`src/rtl/fetch_queue_if.sv`:
```
// Fetch queue bus bundle: memory request/response, redirect, and decode-side head of queue.
// The queue drives through the master modport; the memory/decode environment uses slave.
interface fetch_queue_if #(
  parameter int unsigned ADDR_WIDTH = 32,
  parameter int unsigned DATA_WIDTH = 32,
  parameter int unsigned DEPTH      = 4
);
  localparam int unsigned CNT_W = $clog2(DEPTH + 1);

  logic                  redirect;
  logic [ADDR_WIDTH-1:0] redirect_addr;
  logic                  inst_ren;
  logic [ADDR_WIDTH-1:0] inst_addr;
  logic                  inst_rvalid;
  logic [DATA_WIDTH-1:0] inst_data;
  logic                  id_en;
  logic                  id_valid;
  logic [DATA_WIDTH-1:0] id_inst;
  logic [ADDR_WIDTH-1:0] id_pc;
  logic [ADDR_WIDTH-1:0] id_pc_next;
  logic [CNT_W-1:0]      count;

  modport master (
    input  redirect, redirect_addr, inst_rvalid, inst_data, id_en,
    output inst_ren, inst_addr, id_valid, id_inst, id_pc, id_pc_next, count
  );

  modport slave (
    output redirect, redirect_addr, inst_rvalid, inst_data, id_en,
    input  inst_ren, inst_addr, id_valid, id_inst, id_pc, id_pc_next, count
  );
endinterface

```
`src/rtl/fetch_queue.sv`:
```
// Instruction fetch queue: one outstanding request, responses pushed into a DEPTH-entry registered queue.
// Head appears the cycle after inst_rvalid; fetching stalls while the queue would be full, id_en pops.
module fetch_queue #(
  parameter int unsigned           ADDR_WIDTH = 32,
  parameter int unsigned           DATA_WIDTH = 32,
  parameter int unsigned           DEPTH      = 4,
  parameter logic [ADDR_WIDTH-1:0] RESET_PC   = '0
) (
  input  logic          clk,
  input  logic          rst_n,
  fetch_queue_if.master bus
);
  localparam int unsigned CNT_W = $clog2(DEPTH + 1);
  localparam int unsigned OCC_W = CNT_W + 1;
  localparam int unsigned PTR_W = $clog2(DEPTH);

  typedef enum logic [1:0] {IDLE, WAIT, DROP} state_t;

  typedef struct packed {
    logic [ADDR_WIDTH-1:0] pc;
    logic [DATA_WIDTH-1:0] inst;
  } entry_t;

  state_t                state_q, state_d;
  logic [ADDR_WIDTH-1:0] fetch_pc_q, fetch_pc_d;
  logic [ADDR_WIDTH-1:0] req_pc_q, req_pc_d;
  logic [CNT_W-1:0]      count_q, count_d;
  logic [PTR_W-1:0]      rd_ptr_q, rd_ptr_d;
  logic [PTR_W-1:0]      wr_ptr_q, wr_ptr_d;
  logic                  head_vld_q, head_vld_d;
  entry_t                head_q, head_d;
  entry_t                mem_q [DEPTH];
  entry_t                mem_d [DEPTH];

  logic                  push;
  logic                  pop;
  logic                  issue;
  logic [OCC_W-1:0]      occ_next;
  logic [OCC_W-1:0]      remain;
  entry_t                push_ent;

  // Handshake decode shared by the FSM and the queue bookkeeping.
  always_comb begin
    pop      = head_vld_q & bus.id_en & ~bus.redirect;
    push     = (state_q == WAIT) & bus.inst_rvalid & ~bus.redirect;
    remain   = OCC_W'(count_q) - OCC_W'(pop);
    occ_next = remain + OCC_W'(push);
    issue    = rst_n & ~bus.redirect & (occ_next < OCC_W'(DEPTH)) &
               ((state_q == IDLE) | ((state_q == WAIT) & bus.inst_rvalid));
    push_ent = '{pc: req_pc_q, inst: bus.inst_data};
  end

  always_comb begin
    state_d    = state_q;
    fetch_pc_d = fetch_pc_q;
    req_pc_d   = req_pc_q;
    if (issue) begin
      fetch_pc_d = fetch_pc_q + ADDR_WIDTH'(4);
      req_pc_d   = fetch_pc_q;
    end
    if (bus.redirect) begin
      fetch_pc_d = bus.redirect_addr & ~ADDR_WIDTH'(3);
      if ((state_q == WAIT && !bus.inst_rvalid) || (state_q == DROP && !bus.inst_rvalid)) begin
        state_d = DROP;
      end else begin
        state_d = IDLE;
      end
    end else begin
      case (state_q)
        IDLE:    state_d = issue ? WAIT : IDLE;
        WAIT:    if (bus.inst_rvalid) state_d = issue ? WAIT : IDLE;
        DROP:    if (bus.inst_rvalid) state_d = IDLE;
        default: state_d = IDLE;
      endcase
    end
  end

  // The head register is refreshed from the pushed entry when the queue would otherwise
  // be empty, else from storage; it keeps its last value once the queue drains.
  always_comb begin
    mem_d      = mem_q;
    wr_ptr_d   = wr_ptr_q;
    rd_ptr_d   = rd_ptr_q;
    count_d    = count_q;
    head_vld_d = head_vld_q;
    head_d     = head_q;
    if (bus.redirect) begin
      count_d    = '0;
      head_vld_d = 1'b0;
      rd_ptr_d   = wr_ptr_q;
    end else begin
      if (push) begin
        mem_d[wr_ptr_q] = push_ent;
        wr_ptr_d        = wr_ptr_q + PTR_W'(1);
      end
      if (pop) begin
        rd_ptr_d = rd_ptr_q + PTR_W'(1);
      end
      count_d = CNT_W'(occ_next);
      if (occ_next != '0) begin
        head_vld_d = 1'b1;
        head_d     = (remain == '0) ? push_ent : mem_q[rd_ptr_d];
      end else begin
        head_vld_d = 1'b0;
      end
    end
  end

  always_ff @(posedge clk) begin
    if (!rst_n) begin
      state_q    <= IDLE;
      fetch_pc_q <= RESET_PC;
      req_pc_q   <= '0;
      count_q    <= '0;
      rd_ptr_q   <= '0;
      wr_ptr_q   <= '0;
      head_vld_q <= 1'b0;
      head_q     <= '0;
    end else begin
      state_q    <= state_d;
      fetch_pc_q <= fetch_pc_d;
      req_pc_q   <= req_pc_d;
      count_q    <= count_d;
      rd_ptr_q   <= rd_ptr_d;
      wr_ptr_q   <= wr_ptr_d;
      head_vld_q <= head_vld_d;
      head_q     <= head_d;
    end
  end

  always_ff @(posedge clk) begin
    mem_q <= mem_d;
  end

  assign bus.inst_ren   = issue;
  assign bus.inst_addr  = fetch_pc_q;
  assign bus.id_valid   = head_vld_q;
  assign bus.id_inst    = head_q.inst;
  assign bus.id_pc      = head_q.pc;
  assign bus.id_pc_next = head_q.pc + ADDR_WIDTH'(4);
  assign bus.count      = count_q;
endmodule

```
`src/flat_wrapper.sv`:
```
// flat-port wrapper written by rule: the top's interface ports become plain ports
module fetch_queue_flat 
#(
  parameter int unsigned           ADDR_WIDTH = 32,
  parameter int unsigned           DATA_WIDTH = 32,
  parameter int unsigned           DEPTH      = 4,
  parameter logic [ADDR_WIDTH-1:0] RESET_PC   = '0
)
  (clk, rst_n, bus_redirect, bus_redirect_addr, bus_inst_rvalid, bus_inst_data, bus_id_en, bus_inst_ren, bus_inst_addr, bus_id_valid, bus_id_inst, bus_id_pc, bus_id_pc_next, bus_count);
  fetch_queue_if #(.ADDR_WIDTH(ADDR_WIDTH), .DATA_WIDTH(DATA_WIDTH), .DEPTH(DEPTH)) bus_i ();
  input  logic clk;
  input  logic rst_n;
  input wire logic [$bits(bus_i.redirect)-1:0] bus_redirect;
  input wire logic [$bits(bus_i.redirect_addr)-1:0] bus_redirect_addr;
  input wire logic [$bits(bus_i.inst_rvalid)-1:0] bus_inst_rvalid;
  input wire logic [$bits(bus_i.inst_data)-1:0] bus_inst_data;
  input wire logic [$bits(bus_i.id_en)-1:0] bus_id_en;
  output wire logic [$bits(bus_i.inst_ren)-1:0] bus_inst_ren;
  output wire logic [$bits(bus_i.inst_addr)-1:0] bus_inst_addr;
  output wire logic [$bits(bus_i.id_valid)-1:0] bus_id_valid;
  output wire logic [$bits(bus_i.id_inst)-1:0] bus_id_inst;
  output wire logic [$bits(bus_i.id_pc)-1:0] bus_id_pc;
  output wire logic [$bits(bus_i.id_pc_next)-1:0] bus_id_pc_next;
  output wire logic [$bits(bus_i.count)-1:0] bus_count;
  assign bus_i.redirect = bus_redirect;
  assign bus_i.redirect_addr = bus_redirect_addr;
  assign bus_i.inst_rvalid = bus_inst_rvalid;
  assign bus_i.inst_data = bus_inst_data;
  assign bus_i.id_en = bus_id_en;
  assign bus_inst_ren = bus_i.inst_ren;
  assign bus_inst_addr = bus_i.inst_addr;
  assign bus_id_valid = bus_i.id_valid;
  assign bus_id_inst = bus_i.id_inst;
  assign bus_id_pc = bus_i.id_pc;
  assign bus_id_pc_next = bus_i.id_pc_next;
  assign bus_count = bus_i.count;
  fetch_queue #(.ADDR_WIDTH(ADDR_WIDTH), .DATA_WIDTH(DATA_WIDTH), .DEPTH(DEPTH), .RESET_PC(RESET_PC)) u_core (.clk(clk), .rst_n(rst_n), .bus(bus_i));
endmodule
```
`config.mk`:
```
export PLATFORM = sky130hd
export DESIGN_NAME = fetch_queue_flat
export DESIGN_NICKNAME = d
export VERILOG_FILES = /design/src/rtl/fetch_queue_if.sv /design/src/rtl/fetch_queue.sv /design/src/flat_wrapper.sv
export SDC_FILE = /design/constraint.sdc
export NUM_CORES = 1
export LEC_CHECK = 0
export CORE_MARGIN = 3
export CORE_UTILIZATION = 40
export DETAILED_ROUTE_END_ITERATION = 16
export SETUP_SLACK_MARGIN = 0.3
export SYNTH_ARGS = -nofsm -noshare
export SYNTH_HDL_FRONTEND = slang
export SYNTH_SLANG_ARGS = --single-unit
```
`constraint.sdc`:
```
create_clock -name clk -period 3.6 [get_ports clk]
set_clock_uncertainty 0.2 [all_clocks]
set_input_delay 0.36 -clock clk [delete_from_list [all_inputs] [get_ports clk]]
set_output_delay 0.36 -clock clk [all_outputs]
set_load 0.01 [all_outputs]
```
## Word-level counts from Yosys, hierarchy flattened

Cells that the tools add are included.

| cells by class | value |
|---|---|
| equality and inequality tests | 4 |
| bitwise gates (word level) | 12 |
| multiplexer cells | 19 |
| reduce and logical (&&, ||, !) cells | 13 |
| magnitude comparators | 4 |
| add/subtract/negate cells | 6 |

Operators by type and width:

| cell | number |
|---|---|
| $bwmux W256 | 1 |
| $mux W64 | 4 |
| $bmux W64 S2 | 1 |
| $demux W64 S2 | 1 |
| $add A32 B3 Y32 const B | 2 |
| $mux W32 | 2 |
| $mux W2 | 7 |
| $and A1 B1 Y1 | 7 |
| $ge A3 B3 Y1 const B | 2 |
| $ne A3 B3 Y1 const B | 2 |
| $not A2 Y3 | 2 |
| $pmux W2 S3 | 1 |
| $reduce_and A2 Y1 | 3 |
| $add A2 B1 Y2 const B | 2 |
| $add A4 B1 Y4 | 1 |
| $logic_not A4 Y1 | 1 |
| $lt A4 B3 Y1 const B | 1 |
| $reduce_bool A4 Y1 | 1 |
| $sub A3 B1 Y4 | 1 |
| $logic_and A1 B1 Y1 | 3 |
| $lt A3 B1 Y1 const B | 1 |
| $eq A2 B1 Y1 const B | 1 |
| $eq A2 B2 Y1 const B | 1 |
| $logic_not A2 Y1 | 1 |
| other kinds (7) | 9 |

| storage, ports and cells | value |
|---|---|
| input port bits | 69 |
| register bits | 394 |
| output and inout port bits | 133 |

## Logic depth before layout (Yosys ltp)

Gate-level depths: netlist (run 1).

| logic depth | value |
|---|---|
| word-level depth | 11 |
| gate-level depth with buffers | 14 |
| depth with buffers taken out | 12 |

## Least setup slack after synthesis (run 1)

No wires, ideal clock.

| timing path | value |
|---|---|
| path type | input-to-reg |
| start | input port bus_redirect |
| end | register u_core.mem_q[0] in the netlist's numbering (enable) |
| setup time | 426 ps |
| slack | 440 ps |
| data required time | 2974 ps |
| arrival | 2534 ps |
| buffers on the path | 2 |
| stages on the path | 5 |
| cells stage by stage | clkbuf_1 > nor2_1 > and3_1 > clkbuf_1 > and2_1 |

| on the way | value |
|---|---|
| cells in the longest elaborated chain, start to end | 3 |

Ends and longest elaborated chain:

| element | line | source |
|---|---|---|
| from (decl) | flat_wrapper.sv:13 | `input wire logic [$bits(bus_i.redirect)-1:0] bus_redirect;` |
| $not A1 Y1 (no source line) * | - |  |
| $and A1 B1 Y1 | fetch_queue.sv:45 | `push = (state_q == WAIT) & bus.inst_rvalid & ~bus.redirect;` |
| $reduce_and A2 Y1 (no source line) * | - |  |
| to (signal assigned) | fetch_queue.sv:132 | `mem_q <= mem_d;` |
| to (decl) | fetch_queue.sv:32 | `entry_t mem_q [DEPTH];` |

Mark *: on every way between the ends. The rest lies on a longest branch, timed or not.
A chain may end at the register's enable or synchronous reset.

## Worst setup path in the final report (run 1)

| timing path | value |
|---|---|
| start | register u_core.head_q, in the netlist u_core.bus.id_pc[5] |
| end | output port bus_id_pc_next[17] |

| on the way | value |
|---|---|
| cells in the longest elaborated chain, start to end | 1 |

Ends and longest elaborated chain:

| element | line | source |
|---|---|---|
| from (decl) | fetch_queue.sv:31 | `entry_t head_q, head_d;` |
| from (signal assigned) | fetch_queue.sv:118 | `head_q <= '0;` |
| from (signal assigned) | fetch_queue.sv:127 | `head_q <= head_d;` |
| $add A32 B3 Y32 | fetch_queue.sv:140 | `assign bus.id_pc_next = head_q.pc + ADDR_WIDTH'(4);` |
| to (decl) | flat_wrapper.sv:23 | `output wire logic [$bits(bus_i.id_pc_next)-1:0] bus_id_pc_next;` |

Every way passes these cells.

==> metrics, run 1 <==
outcome finished, final reports clean; Async SR Flop Fraction 0%; adder-cell area share of the yosys netlist 0.800%; CP bufs+invs 2; maxcap violations 0; cell leakage power 0.00715 µW; CP startpoint kind flop; main combinational cell family by area after synthesis compound AO/OA/AOI/OAI gates; NetSw 2190 µW; Cell Pwr Density 488 nW/µm²; crit path max-delay cell type clkdlybuf4s50_1; clock sinks 380; DIE AREA between 40000 and 50000 µm²; clock latency on the worst-skew pair 0.54 ns; fraction of synthesized area in multiplexers 0.400%; initial antenna violation count 0; slew at the pin closest to its max-slew limit 0.831 ns; synthesis-to-finish area growth 28.7%; CP required 3.04 ns; minimum clock period 3.20 ns; Slew Limit Fails 0; WL/cell just under 20 µm; Pwr Total just under 10000 µW; largest stage delay on the critical path 0.55 ns; I/O Buffers 193; Crit Path Max Fanout 5; register area share after synthesis 64.5%; Seq pwr share 48.8%; Post-CTS Hold Buffers 0; top-count cell post-synth nand2_1; Die X 204 µm; gate family responsible for the most delay along the worst path simple AND/OR/NAND/NOR gates; Cells after DPL 2134; list of most frequent post-synthesis cells nand2_1, edfxtp_1, a21oi_1; Cells after Synth 1460; vias per cell ~5.4; cell count along the critical path 8; Cell Int Power around 7600 µW; Post-synth EDFFs between 200 and 250; CTS max path bufs 3; R2R depth 12; drt drc 0; area share of the leading cell type in the synthesized netlist 47.6%; Post-Route Setup TNS 0 ns; Finished Layout Cells 2210; Clk pwr share between 40% and 50%; Post-Synth XOR/XNOR Area 2.02%; Post-CTS Setup Bufs 0; Worst Path Arrival 2.64 ns; DR pass1 iterations 5; share of cells above drive strength 1 10.7%; Crit Path Category flop to output port; first-pass GRT wire length ~66 mm; FILL cells ~3300; DP Wirelength 25.8 mm; RSZ-0062 raised after global routing yes; Rows 71; Root Buffer clkbuf_16; Max Freq 313 MHz; grt total ovfl 0; Die H slightly above 200 µm; Antenna diodes 0; H-tree levels 2; Compound-Gate Fraction of Synth Area 14.7%; Worst-path clk slew roughly 0.06 ns; vias post-DR 11800; most used cell, CP and3_1; gpl congestion 0.799; Num CTS Buffers 41; Comb pwr share 7.0%; Mapped Area 15600 µm²; top_reg_cell synth edfxtp_1; vias in the first global route 11700; Post-Synth Simple-Gate Area 14.4%; Net Sw Frac 22.3%; largest net degree at the start of global routing 94; Final ANT Viol Nets 0; final WL around 42 mm; final net count ~1700; Max VDD drop 327 µV; Global Route Usage Sum about a fifth; warnings from Yosys 0; Hold Vio Cnt, Final 0; cell taking the most area after synthesis edfxtp_1; register bit total from synthesis 380; DR iter-0 viols 795; Syn Area/Cell 10.7 µm²; core area 38100 µm²; R2R Setup Slk 0.60 ns; Starting Density between 40% and 50%; CTS tree built; Worst setup EP type output port; Cell Chain, Critical Path and3_1, and3_1, and2_4, buf_4, nand2b_2, nor2_1, xnor2_1, clkdlybuf4s50_1; final worst-path cycle share roughly 89%; Final Setup Violations 0; Min-Delay Path Class input port to flop; Hold Slack roughly 0.034 ns; I/O pin cnt just over 200; top post-synthesis cells by area edfxtp_1, dfxtp_1, nand2_1; Hold Path Depth 4; Yosys cell types 64; Slew HR 44.6%
## worst reg2reg max path, stage by stage, from the launching register on
cell and delay, ns:
dfxtp_1 0.35, nand3b_1 0.11, inv_1 0.12, ha_1 0.23, inv_1 0.08, ha_2 0.21
ha_2 0.22, nand3_1 0.17, a31o_2 0.29, buf_12 0.18, a2111oi_0 0.48, buf_4 0.21
nor2_1 0.04
## layout make-up
cell class | count | area (µm²) | area share (%)
Clock inverter | 23 | 300 | 1.49
Clock buffer | 53 | 1130 | 5.62
Tap cell | 511 | 639 | 3.18
Timing Repair Buffer | 262 | 2680 | 13.3
Multi-Input combinational cell | 965 | 5220 | 25.9
Sequential cell | 380 | 10100 | 50.2
Inverter | 16 | 60.1 | 0.298
## layout by cell type, fill, tap and decap left out, drive strengths merged, types with 5 or more instances in the layout
cell type,n
nand2,359
edfxtp,248
clkdlybuf4s50,183
a21oi,170
dfxtp,132
nor2,80
buf,71
o21ai,67
a2111oi,61
clkbuf,54
nand3,26
xnor2,25
and3,19
inv,17
clkinv,14
o21a,11
xor2,11
nor3,11
ha,10
nand4,8
a22oi,7
o311ai,7
dlymetal6s2s,7
a31oi,7
and2,7
conb,6
a211oi,5
o311a,5
o41ai,5
bufinv,5
or3,5
## through the flow
step / setup WS (ns) / util [%] / area, µm²
3_3_place_gp: 0.128 / 48.8 / 18600
6_report: 0.405 / 52.8 / 20100
4_1_cts: 0.194 / 52.7 / 20100
2_1_floorplan: 0.440 / - / 15700
5_1_grt: 0.285 / 52.8 / 20100
3_5_place_dp: 0.0896 / 48.8 / 18600
## registers in the layout, summed over array words and instances, names as in the netlist
name,count
u_core.rd_ptr_q,2
u_core.req_pc_q,30
u_core.bus.count,3
u_core.bus.id_pc,30
u_core.bus.id_valid,1
u_core.bus.id_inst,32
u_core.state_q,2
u_core.mem_q,248
u_core.wr_ptr_q,2
u_core.bus.inst_addr,30
## power by group through the flow
| stage | registers [µW] | clock network (µW) | logic, µW |
|---|---|---|---|
| floorplan | 4890 | 0 | 288 |
| CTS | 4800 | 4430 | 698 |
| global route | 4810 | 4590 | 753 |
| detailed placement | 4890 | 0 | 693 |
| finish | 4800 | 4340 | 690 |
| global placement | 4890 | 0 | 688 |
## logic make-up (layout without fill, tap and decap cells)
logic type	after synthesis	after routing
AO/OA/AOI/OAI	370	370
buffers and inverters	120	354
multiplexers	6	6
flip-flops	380	380
other	1	6
XOR/XNOR	36	36
AND/OR/NAND/NOR	537	537
adder cells (fa/ha/maj)	10	10
## metal layers
metal / part of all wire, % / routed length, µm / track usage [%] / up-vias
met3: 5.9 / 2510 / 3.27 / 57
met1: 46 / 19300 / 28.4 / 5737
met5: 0 / 0 / 0 / -
met4: 2.3 / 958 / 5.56 / 0
li1: - / - / - / 5686
met2: 46 / 19700 / 32.1 / 353
## repair_timing
action                     in CTS  in global routing
gates resized for setup        18                 21
pin swaps                       0                  2
cloned                          0                  0
setup endpoints to repair      20                 15
## worst paths after layout
path                                              to                start
worst max register to register  u_core.bus.id_pc[25]  u_core.bus.id_valid
worst min-delay path              u_core.rd_ptr_q[0]         bus_redirect
worst max-delay path              bus_id_pc_next[17]  u_core.bus.id_pc[5]
worst min register to register     u_core.state_q[0]    u_core.state_q[1]
No activity file was read; power rests on OpenSTA's default activity.
==> run 2: changes to the inputs <==
--- a/config.mk
+++ b/config.mk
@@ -5,9 +5,11 @@
 export SDC_FILE = /design/constraint.sdc
 export NUM_CORES = 1
 export LEC_CHECK = 0
+export CAP_MARGIN = 20
 export CORE_MARGIN = 3
-export CORE_UTILIZATION = 40
+export CORE_UTILIZATION = 52
 export DETAILED_ROUTE_END_ITERATION = 16
+export PLACE_DENSITY = 0.76
 export SETUP_SLACK_MARGIN = 0.3
 export SYNTH_ARGS = -nofsm -noshare
 export SYNTH_HDL_FRONTEND = slang
==> metrics, run 2 (synthesis results as in run 1) <==
outcome finished, final reports clean; crit path launch u_core.bus.id_pc[2]; Worst-path clk slew roughly 0.060 ns; DP Wirelength 23.8 mm; slew at the pin closest to its max-slew limit 1.06 ns; multi-input logic area around 5200 µm²; most frequent cells in the layout nand2_1, edfxtp_1, clkdlybuf4s50_1; pre-CTS setup slack 0.0509 ns; Final ANT Viol Nets 0; Finished Layout Cells 2061; Num CTS Buffers 39; metal1 wirelength roughly 17 mm; Cells after DPL 1990; Die H 179 µm; Worst setup EP type output port; clock latency on the worst-skew pair 0.53 ns; vias per cell 5.83; Worst R2R End u_core.bus.id_pc[31]; leading cell type in the layout, fill and taps excluded nand2_1; Root Buffer clkbuf_16; DIE AREA 32200 µm²; first-pass GRT wire length 63.5 mm; DR iter-0 viols 1080; Crit Path Category flop to output port; largest net degree at the start of global routing 78; I/O pin cnt ~200; Global Route Usage Sum a little under a quarter; wire length on met2 19.2 mm; Largest Register u_core.mem_q; R2R Setup Slk around 0.46 ns; Max VDD drop 297 µV; hold path startpoint bus_redirect_addr[12]; vias post-DR roughly 12000; H-tree levels 2; RSZ-0062 raised after global routing no; Worst Hold End u_core.bus.inst_addr[12]; drt drc 0; minimum clock period 3.18 ns; uppermost layer routed met4; Final Setup Violations 0; cell leakage power roughly 0.007 µW; routed wl met3 3.17 mm; CP startpoint kind flop; Hold Vio Cnt, Final 0; Cell Pwr Density ~470 nW/µm²; R2R depth 12; Worst Path Arrival 2.62 ns; launch point of the worst reg-to-reg path u_core.bus.id_valid; max reg flops around 250; Slew HR 29.3%; gpl congestion roughly 0.81; Antenna diodes 0; vias in the first global route 11900; CTS tree built; final net count 1727; synthesis-to-finish area growth 25.5%; CTS max path bufs 3; Max Freq 314 MHz; Starting Density 53.6%; FILL cells approximately 2100; Slew Limit Fails 0; Storage cell area 10100 µm²; clock sinks 380; WL/cell 19.4 µm; core area slightly below 30000 µm²; fin worst setup slack 0.418 ns; Rows 62; final WL 40.1 mm; share of cells above drive strength 1 9.06%; I/O Buffers approximately 190; Hold Path Depth 3; initial antenna violation count 0; maxcap violations 0; Die X 179 µm; final worst-path cycle share 88.4%; Crit Path Max Fanout 7; DR pass1 iterations 5; Min-Delay Path Class input port to flop; CP required 3.04 ns; grt total ovfl 0; Post-Route Setup TNS 0 ns
## run 2: changes by cell type in the layout (fill, tap and decap cells not counted), sizes merged, moves of 2 or more
| cell | previous run | this run |
|---|---|---|
| clkinvlp | 3 | 0 |
| buf | 71 | 54 |
| bufinv | 5 | 1 |
| clkinv | 14 | 12 |
| clkbuf | 54 | 57 |
## run 2: per-stage QoR
| step | utilization, % | hold WS (ns) | power, µW | instance area [µm²] |
|---|---|---|---|---|
| final | 67.3 | 0.199 | 9310 | 19600 |
| after global routing | 67.3 | 0.227 | 9600 | 19600 |
| after global placement | 62.8 | 0.246 | 5540 | 18300 |
| after floorplan | - | 0.224 | 5170 | 15700 |
| after CTS | 67.1 | 0.187 | 9360 | 19600 |
| after detailed placement | 62.8 | 0.256 | 5550 | 18300 |
## run 2: worst max path at each step
stage | cells after the start | slack (ns) | to
floorplan | 5 | 0.44 | u_core.mem_q[0]
finish | 6 | 0.42 | bus_id_pc_next[14]
detailed placement | 13 | 0.05 | u_core.bus.id_pc[8]
global route | 10 | 0.30 | bus_inst_ren
CTS | 8 | 0.18 | bus_id_pc_next[31]
global placement | 13 | 0.15 | u_core.bus.id_pc[17]
## run 2: area by class of cell
type	instances	share of cell area (%)
Clock buffer	57	5.72
Clock inverter	13	0.574
Timing Repair Buffer	246	13.0
Sequential cell	380	51.5
Multi-Input combinational cell	965	26.5
Inverter	16	0.306
Tap cell	384	2.45
## run 2: critical path, cell delays in order (launching register included)
cell and delay [ns]:
dfxtp_1 0.44, ha_2 0.28, and3_4 0.30, nor2b_2 0.23
nand4_1 0.14, xnor2_1 0.14, clkdlybuf4s50_1 0.56
## run 2: power by group
group,internal (µW),leakage (µW),switching [µW]
combinational,307,0.00317,360
clock,2240,0.000610,1590
sequential,4710,0.00320,94.3
## run 2: metal layers
metal  vias to the layer above  track usage (%)
met4                         0             7.27
met1                      5766             33.3
met3                        60             4.14
met5                         -                0
met2                       547             39.1
li1                       5649                -
## run 2: timing repair
item                       CTS  global route
hold buffers                 1             0
setup endpoints to repair   20            14
setup buffers                0             0
resized for setup           17            18
hold endpoints to repair     1             0
==> run 3: changes to the inputs <==
--- a/config.mk
+++ b/config.mk
@@ -5,7 +5,7 @@
 export SDC_FILE = /design/constraint.sdc
 export NUM_CORES = 1
 export LEC_CHECK = 0
-export CAP_MARGIN = 20
+export CAP_MARGIN = 30
 export CORE_MARGIN = 3
 export CORE_UTILIZATION = 52
 export DETAILED_ROUTE_END_ITERATION = 16
==> metrics, run 3 (synthesis results as in run 1) <==
outcome finished, final reports clean; largest net degree at the start of global routing 78; final WL 40.5 mm; Slew Limit Fails 0; synthesis-to-finish area growth 25.9%; Crit Path Category flop to output port; Final ANT Viol Nets 0; Largest Register u_core.mem_q; Global Route Usage Sum 24.2%; minimum clock period 3.25 ns; Storage cell area slightly above 10000 µm²; maxcap violations 0; Hold Slack between 0.2 and 0.25 ns; grt total ovfl 0; Final Setup Violations 0; R2R Setup Slk 0.53 ns; vias per cell 5.85; vias in the first global route 11800; H-tree levels 2; Max VDD drop 296 µV; clock latency on the worst-skew pair 0.52 ns; I/O Buffers about 190; Root Buffer clkbuf_16; final worst-path cycle share 90.2%; Worst setup EP type output port; CP startpoint kind flop; gpl congestion 0.812; Antenna diodes 0; FILL cells ~2100; max reg flops 248; fin worst setup slack 0.353 ns; Die H 179 µm; first-pass GRT wire length 64.1 mm; Num CTS Buffers 39; final net count roughly 1700; most frequent cells in the layout nand2_1, edfxtp_1, clkdlybuf4s50_1; Max Freq 308 MHz; Worst-path clk slew 0.06 ns; Slew HR 38.1%; CTS max path bufs 3; Post-Route Setup TNS 0 ns; Die X 179 µm; DR iter-0 viols between 1000 and 1500; multi-input logic area 5210 µm²; drt drc 0; I/O pin cnt 202; CP required ~3 ns; core area just under 30000 µm²; DIE AREA 32200 µm²; slew at the pin closest to its max-slew limit around 0.93 ns; DR pass1 iterations 5; Cell Pwr Density 481 nW/µm²; Crit Path Max Fanout 6; share of cells above drive strength 1 9.30%; initial antenna violation count 0; WL/cell 19.6 µm; Starting Density 53.6%; vias post-DR roughly 12000; CTS tree built; cell leakage power about 0.007 µW; pre-CTS setup slack 0.0650 ns; clock sinks 380; Rows 62; RSZ-0062 raised after global routing yes; leading cell type in the layout, fill and taps excluded nand2_1; Worst Path Arrival between 2 and 3 ns; Hold Vio Cnt, Final 0; Min-Delay Path Class input port to flop; DP Wirelength 23.9 mm
[run 3: cell types whose count changed in the layout (fill, tap and decap cells not counted), sizes merged, moves of 2 or more]
cell and delta:
clkbuf -2, dlymetal6s2s -4, clkinv -4, bufinv +3, buf +2, clkdlybuf4s50 +4
[run 3: metal layers]
metal | vias up | global-route usage [%] | part of all wire (%)
li1 | 5650 | - | -
met1 | 5757 | 33.3 | 41
met2 | 588 | 39.9 | 48
met3 | 70 | 3.96 | 8.0
met4 | 0 | 7.58 | 2.4
met5 | - | 0 | 0
[run 3: final cells by class]
type | instances | area share, %
flip-flops and latches | 380 | 51.3
well taps | 384 | 2.44
repair buffers | 248 | 13.0
clock inverters | 14 | 0.884
multi-input cells | 965 | 26.5
clock buffers | 55 | 5.57
inverters | 16 | 0.305
[run 3: timing repair]
| action | 4_1_cts | 5_1_grt |
|---|---|---|
| endpoints found under the setup margin | 20 | 16 |
| setup buffers | 0 | 1 |
| endpoints found under the hold margin | 1 | 0 |
| hold buffers | 1 | 0 |
| pin swaps | 0 | 1 |
| resized for setup | 13 | 17 |
[run 3: where the power goes]
group / switching [µW] / internal [µW]
sequential: 94.0 / 4710
combinational: 362 / 310
clock: 1580 / 2410
[run 3: metrics by stage]
stage                     utilization, %  cell area [µm²]  total power, µW  cells
after floorplan                        -            15700             5170   1465
after global placement              62.8            18300             5540   1990
after detailed placement            62.8            18300             5550   1991
after CTS                           67.3            19600             9500   2061
after global routing                67.5            19700             9770   2062
final                               67.5            19700             9460   2062
[run 3: critical path, cell delays in order, from the launching register on]
cell and delay [ns]:
dfxtp_2 0.38, and4_1 0.22, nand3_1 0.14, nor3_2 0.21
buf_4 0.18, and3_2 0.26, nand2_1 0.08, xnor2_1 0.13
clkdlybuf4s50_1 0.56
[run 3: path summary, 6_finish.rpt]
| kind | startpoint | cells past startpoint | to |
|---|---|---|---|
| worst max register to register | u_core.bus.id_valid | 12 | u_core.bus.id_inst[19] |
| worst min register to register | u_core.state_q[1] | 1 | u_core.state_q[0] |
| worst max-delay path | u_core.bus.id_pc[13] | 8 | bus_id_pc_next[29] |
| worst min-delay path | bus_redirect_addr[12] | 3 | u_core.bus.inst_addr[12] |
